===== config.mk =====
export PLATFORM = sky130hd
export DESIGN_NAME = round_key_reader
export DESIGN_NICKNAME = d
export VERILOG_FILES = /design/src/rtl/round_key_reader_pkg.sv /design/src/rtl/round_key_ram.sv /design/src/rtl/round_key_reader.sv
export SDC_FILE = /design/constraint.sdc
export NUM_CORES = 2
export LEC_CHECK = 0
export ABC_CLOCK_PERIOD_IN_PS = 16100
export CAP_MARGIN = 25
export CORE_UTILIZATION = 45
export DETAILED_ROUTE_END_ITERATION = 8
export PLACE_DENSITY = 0.6
export SLEW_MARGIN = 0
export SYNTH_ARGS = -nofsm -noshare
export SYNTH_HDL_FRONTEND = slang
export SYNTH_HIERARCHICAL = 1
export SYNTH_SLANG_ARGS = --single-unit

===== constraint.sdc =====
create_clock -name clk -period 16.1 [get_ports clk]
set_input_delay 3.22 -clock clk [delete_from_list [all_inputs] [get_ports clk]]
set_output_delay 3.22 -clock clk [all_outputs]
set_load 0.1 [all_outputs]

===== src/rtl/round_key_reader_pkg.sv =====
// Shared AES-128 key-schedule sizes, reader state encoding and round-sequencing helpers.
package round_key_reader_pkg;

    localparam int NK    = 4;
    localparam int NR    = 10;
    localparam int KEY_S = 32 * NK;

    typedef logic [3:0] round_t;

    localparam round_t NR_ROUND = round_t'(NR);

    typedef enum logic {
        ST_IDLE   = 1'b0,
        ST_STREAM = 1'b1
    } rk_state_t;

    function automatic round_t first_round(input logic decrypt);
        return decrypt ? NR_ROUND : round_t'(0);
    endfunction

    function automatic round_t last_round(input logic decrypt);
        return decrypt ? round_t'(0) : NR_ROUND;
    endfunction

    function automatic round_t next_round(input round_t r, input logic decrypt);
        return decrypt ? r - round_t'(1) : r + round_t'(1);
    endfunction

endpackage


===== src/rtl/round_key_ram.sv =====
// Round-key storage: one write port, one registered read port.
// Latency: read data one cycle after re; backpressure: none, the read register holds while re=0.
// Out-of-range write addresses are dropped.
module round_key_ram
    import round_key_reader_pkg::*;
#(
    parameter int WIDTH = KEY_S,
    parameter int DEPTH = NR + 1,
    parameter int AW    = 4
) (
    input  logic             clk,
    input  logic             reset,
    input  logic             we,
    input  logic [AW-1:0]    waddr,
    input  logic [WIDTH-1:0] wdata,
    input  logic             re,
    input  logic [AW-1:0]    raddr,
    output logic [WIDTH-1:0] rdata
);

    localparam logic [AW-1:0] LAST_ADDR = AW'(DEPTH - 1);

    logic [WIDTH-1:0] mem [DEPTH];

    // Array itself is never reset so it can map onto distributed RAM.
    always_ff @(posedge clk) begin
        if (we && (waddr <= LAST_ADDR)) begin
            mem[waddr] <= wdata;
        end
    end

    always_ff @(posedge clk) begin
        if (reset) begin
            rdata <= '0;
        end else if (re) begin
            rdata <= mem[raddr];
        end
    end

endmodule


===== src/rtl/round_key_reader.sv =====
// Stores a key schedule and streams it out in round order, forward or reverse.
// Latency: first key one cycle after an accepted start, then one key per accepted transfer.
// Backpressure: rk_ready low holds the offered key; generator writes are never stalled.
module round_key_reader
    import round_key_reader_pkg::*;
(
    input  logic             clk,
    input  logic             reset,
    input  logic             w_e,
    input  logic [3:0]       round_key_addr,
    input  logic [KEY_S-1:0] round_key,
    input  logic             key_done,
    input  logic             start,
    input  logic             decrypt,
    input  logic             rk_ready,
    output logic             rk_valid,
    output logic [KEY_S-1:0] rk_data,
    output logic [3:0]       rk_round,
    output logic             rk_last,
    output logic             keys_valid,
    output logic             busy,
    output logic             aborted
);

    rk_state_t state;
    logic      dir;
    logic      wr0;
    logic      load_first;
    logic      advance;
    logic      rd_en;
    round_t    rd_addr;
    round_t    nxt;

    assign wr0 = w_e && (round_key_addr == 4'd0);
    assign nxt = next_round(rk_round, dir);

    // Prefetch the next key into the read register exactly when the FSM moves on,
    // so rk_data is the RAM output and stays put while stalled.
    assign load_first = (state == ST_IDLE) && start && keys_valid;
    assign advance    = (state == ST_STREAM) && !wr0 && rk_valid && rk_ready && !rk_last;
    assign rd_en      = load_first || advance;
    assign rd_addr    = load_first ? first_round(decrypt) : nxt;

    assign busy = (state == ST_STREAM);

    round_key_ram u_ram (
        .clk   (clk),
        .reset (reset),
        .we    (w_e),
        .waddr (round_key_addr),
        .wdata (round_key),
        .re    (rd_en),
        .raddr (rd_addr),
        .rdata (rk_data)
    );

    always_ff @(posedge clk) begin
        if (reset) begin
            state      <= ST_IDLE;
            rk_valid   <= 1'b0;
            rk_last    <= 1'b0;
            rk_round   <= '0;
            keys_valid <= 1'b0;
            aborted    <= 1'b0;
            dir        <= 1'b0;
        end else begin
            aborted <= 1'b0;

            if (wr0) begin
                keys_valid <= 1'b0;
            end else if (key_done) begin
                keys_valid <= 1'b1;
            end

            case (state)
                ST_IDLE: begin
                    if (start && keys_valid) begin
                        state    <= ST_STREAM;
                        rk_valid <= 1'b1;
                        rk_round <= first_round(decrypt);
                        rk_last  <= 1'b0;
                        dir      <= decrypt;
                    end
                end
                ST_STREAM: begin
                    // A new schedule overwriting round 0 invalidates the stream in flight.
                    if (wr0) begin
                        state    <= ST_IDLE;
                        rk_valid <= 1'b0;
                        rk_last  <= 1'b0;
                        aborted  <= 1'b1;
                    end else if (rk_valid && rk_ready) begin
                        if (rk_last) begin
                            state    <= ST_IDLE;
                            rk_valid <= 1'b0;
                            rk_last  <= 1'b0;
                        end else begin
                            rk_round <= nxt;
                            rk_last  <= (nxt == last_round(dir));
                        end
                    end
                end
                default: begin
                    state    <= ST_IDLE;
                    rk_valid <= 1'b0;
                    rk_last  <= 1'b0;
                end
            endcase
        end
    end

endmodule


==> run metrics <==
status=finished, final reports clean; CP arrival=7.51 ns; largest family of logic cells by synthesized area=multiplexers; Slew HR=25.1%; Worst Setup Start Kind=input port; Clock power frac=40.3%; Synth area leader=edfxtp_1; Max Cap Viol=0; Max clock buf depth=3; clock latency on the worst-skew pair=0.80 ns; critical path, cell by cell=clkdlybuf4s50_1 -> and3_1 -> nand2_1 -> nand2_4 -> nand2b_4 -> buf_4 -> buf_4 -> o221ai_1 -> o21ai_1; PD cells=130 nW/um^2; # resized after CTS=0; initial antenna violation count=22; Slew Viols, Final=0; number of synthesized flops with an enable pin=1408; Reg clk slew, reported paths=0.05 ns; syn_nets=3382; combinational share of power=8.9%; Psw=2090 uW; Yosys reg bits=1546; Worst-Margin Slew=1.12 ns; DP Cell Count=5122; DR pass1 iterations=4; CTS buffer count=161; share of the synthesized area in the top cell type=72.1%; Total Die Area=132000 um^2; crit-path most repeated cell=buf_4; power after layout=8890 uW; sequential share of power=50.8%; num ports=276; Area Overhead vs Synth=16.9%; CTS tree=built; setup TNS=0 ns; Area after DPL=63200 um^2; adder-cell share of the synthesized area=0.0768%; Final period util=42.1%; slowest CP cell=buf_4; worst setup path class=input port to register; vias in the first global route=30400; cell with the most instances after synthesis=edfxtp_1; wire length per cell=25.7 um; peak supply drop=0.104 mV; root buffer cell=clkbuf_16; RSZ-0062 raised after global routing=no; Sink Count=1546; Design Area, Final=68500 um^2; CP max stage delay=0.84 ns; pin count of the biggest net entering global routing=163; GRT Util Overall=21.2%; synth unique cells=47; cts hold-fix bufs=0; Top FF cell, synth=edfxtp_1; via count=30200; sequential fraction of the synthesis area=76.8%; critical path's top delay family=buffers and inverters; Port Buffers=275; final setup skew=0.0363 ns; Synth area leaders=edfxtp_1 (72%), mux2i_1 (6.6%), mux2_2 (4.9%); share of layout cells above drive strength 1=17.4%; fin util=53.0%; crit path capture type=register; Initial DRC Count=2264; simple-gate portion of the synthesized area=1.40%; FMAX=0.147 GHz; Worst Path Required=16.83 ns; Leakage=0.0237 uW; Ys Warns=6; post-synthesis compound-gate area fraction=8.08%; Detail Placement HPWL=67.3 mm; Layout Cells excl Fill=5432; mux cell area share after synthesis=11.5%; Routed Antenna Nets=0; H-tree lvl count=4; GPL Wtd Cong=0.740; Worst Path Buf+Inv=3; synthesized instance count=3240; switching share of total power=23.5%; first-pass GRT wire length=203 mm; post-layout minimum cycle time=6.78 ns; Core ar.=129000 um^2; Setup Fix Bufs, Post-CTS=0; final setup fails=0; Int Power=6800 uW; residual DRC count=0; hold crit path type=register to register; Final Hold Viols=0; DIE WIDTH=363 um; die height=363 um; Post-synth ARST share=0%; Layout Nets=3688; post-synthesis xor/xnor area fraction=0.0598%; Starting Density=45.3%; Routed WL=140 mm; synthesized cell area=58600 um^2; grt ovf=0; Syn Area/Cell=18.1 um^2; FP Rows=132; vias per inst=5.56; top cells by count, synth=edfxtp_1 (1408), mux2i_1 (385), mux2_2 (256); Max Fanout on Critical Path=51
==> power groups by stage <==
| stage | Sequential, uW | Combinational [uW] | Clock (uW) |
|---|---|---|---|
| final | 4520 | 789 | 3590 |
| after global routing | 4520 | 838 | 3830 |
| after CTS | 4520 | 796 | 3670 |
| after detailed placement | 4600 | 795 | 0 |
| after global placement | 4600 | 779 | 0 |
| after floorplan | 4780 | 356 | 0 |
==> metal layers <==
| layer | vias to the layer above | track usage (%) | part of all wire (%) |
|---|---|---|---|
| met2 | 738 | 36.2 | 51 |
| met5 | - | 0 | 0.14 |
| met3 | 216 | 4.58 | 5.7 |
| met1 | 15600 | 26.9 | 42 |
| met4 | 30 | 6.63 | 2.1 |
| li1 | 13700 | - | - |
==> cell type report <==
class	count	area [um^2]
diodes	7	17.5
clock buffers	230	4490
clock inverters	70	677
fillers	10400	60800
inverters	2	7.51
multi-input cells	1490	12500
flip-flops and latches	1546	45000
well taps	1742	2180
repair buffers	345	3600
==> worst reg2reg max path: stages, from the launching register on <==
cell      delay, ns
dfxtp_1        0.59
inv_1          0.17
and3_1         0.35
nor2_4         0.16
buf_12         0.59
buf_4          0.93
buf_4          0.90
mux2_2         0.50
o221ai_1       0.18
o21ai_1        0.08
==> sequential cells by signal, summed over array words and instances, names as in the netlist <==
signal / cells
aborted: 1
keys_valid: 1
busy: 1
dir: 1
u_ram/mem: 1408
rk_last: 1
u_ram/rdata: 128
rk_round: 4
rk_valid: 1
==> path summary, 6_finish.rpt <==
| path | startpoint | to | slack, ns | cells past startpoint |
|---|---|---|---|---|
| min reg2reg | u_ram/rdata[123]$_SDFFE_PP0P_ | u_ram/rdata[123]$_SDFFE_PP0P_ | 0.49 | 2 |
| max | start | u_ram/rdata[88]$_SDFFE_PP0P_ | 9.32 | 9 |
| max reg2reg | busy$_SDFF_PP0_ | u_ram/rdata[54]$_SDFFE_PP0P_ | 11.49 | 9 |
| min | u_ram/rdata[123]$_SDFFE_PP0P_ | u_ram/rdata[123]$_SDFFE_PP0P_ | 0.49 | 2 |
==> kinds of logic (layout without fill, tap and decap cells) <==
group / Yosys count / count (layout)
flops: 1546 / 1546
compound gates: 655 / 655
mux: 641 / 641
buf+inv: 204 / 647
simple gates: 187 / 187
xor+xnor: 4 / 4
fa+ha+maj: 3 / 3
other cells: 0 / 7
==> per-stage QoR <==
stage | hold slack (ns) | setup slack, ns
5_1_grt | 0.517 | 9.10
4_1_cts | 0.497 | 9.32
6_report | 0.491 | 9.32
2_1_floorplan | 0.528 | 2.95
3_5_place_dp | 0.486 | 8.45
3_3_place_gp | 0.480 | 8.56
==> cells in the final DEF (no fill, tap or decap), types with 3 or more instances in the layout <==
cell type	count
bufinv_16	7
diode_2	7
clkinv_2	23
nor2_1	5
dfxtp_1	138
nor2_4	11
nand2_1	135
clkbuf_1	49
mux2_2	256
nand3_1	6
clkdlybuf4s50_1	274
nand3b_1	3
o21ai_0	129
o221ai_1	128
mux2i_1	385
clkbuf_16	161
a21oi_1	6
inv_6	5
o21ai_1	128
buf_16	11
buf_12	8
buf_4	52
clkinv_8	7
edfxtp_1	1408
a22oi_2	60
nor3_2	3
clkbuf_8	20
a22oi_1	196
nor3_1	4
clkinv_1	23
Power figures use the tool's default switching activity.
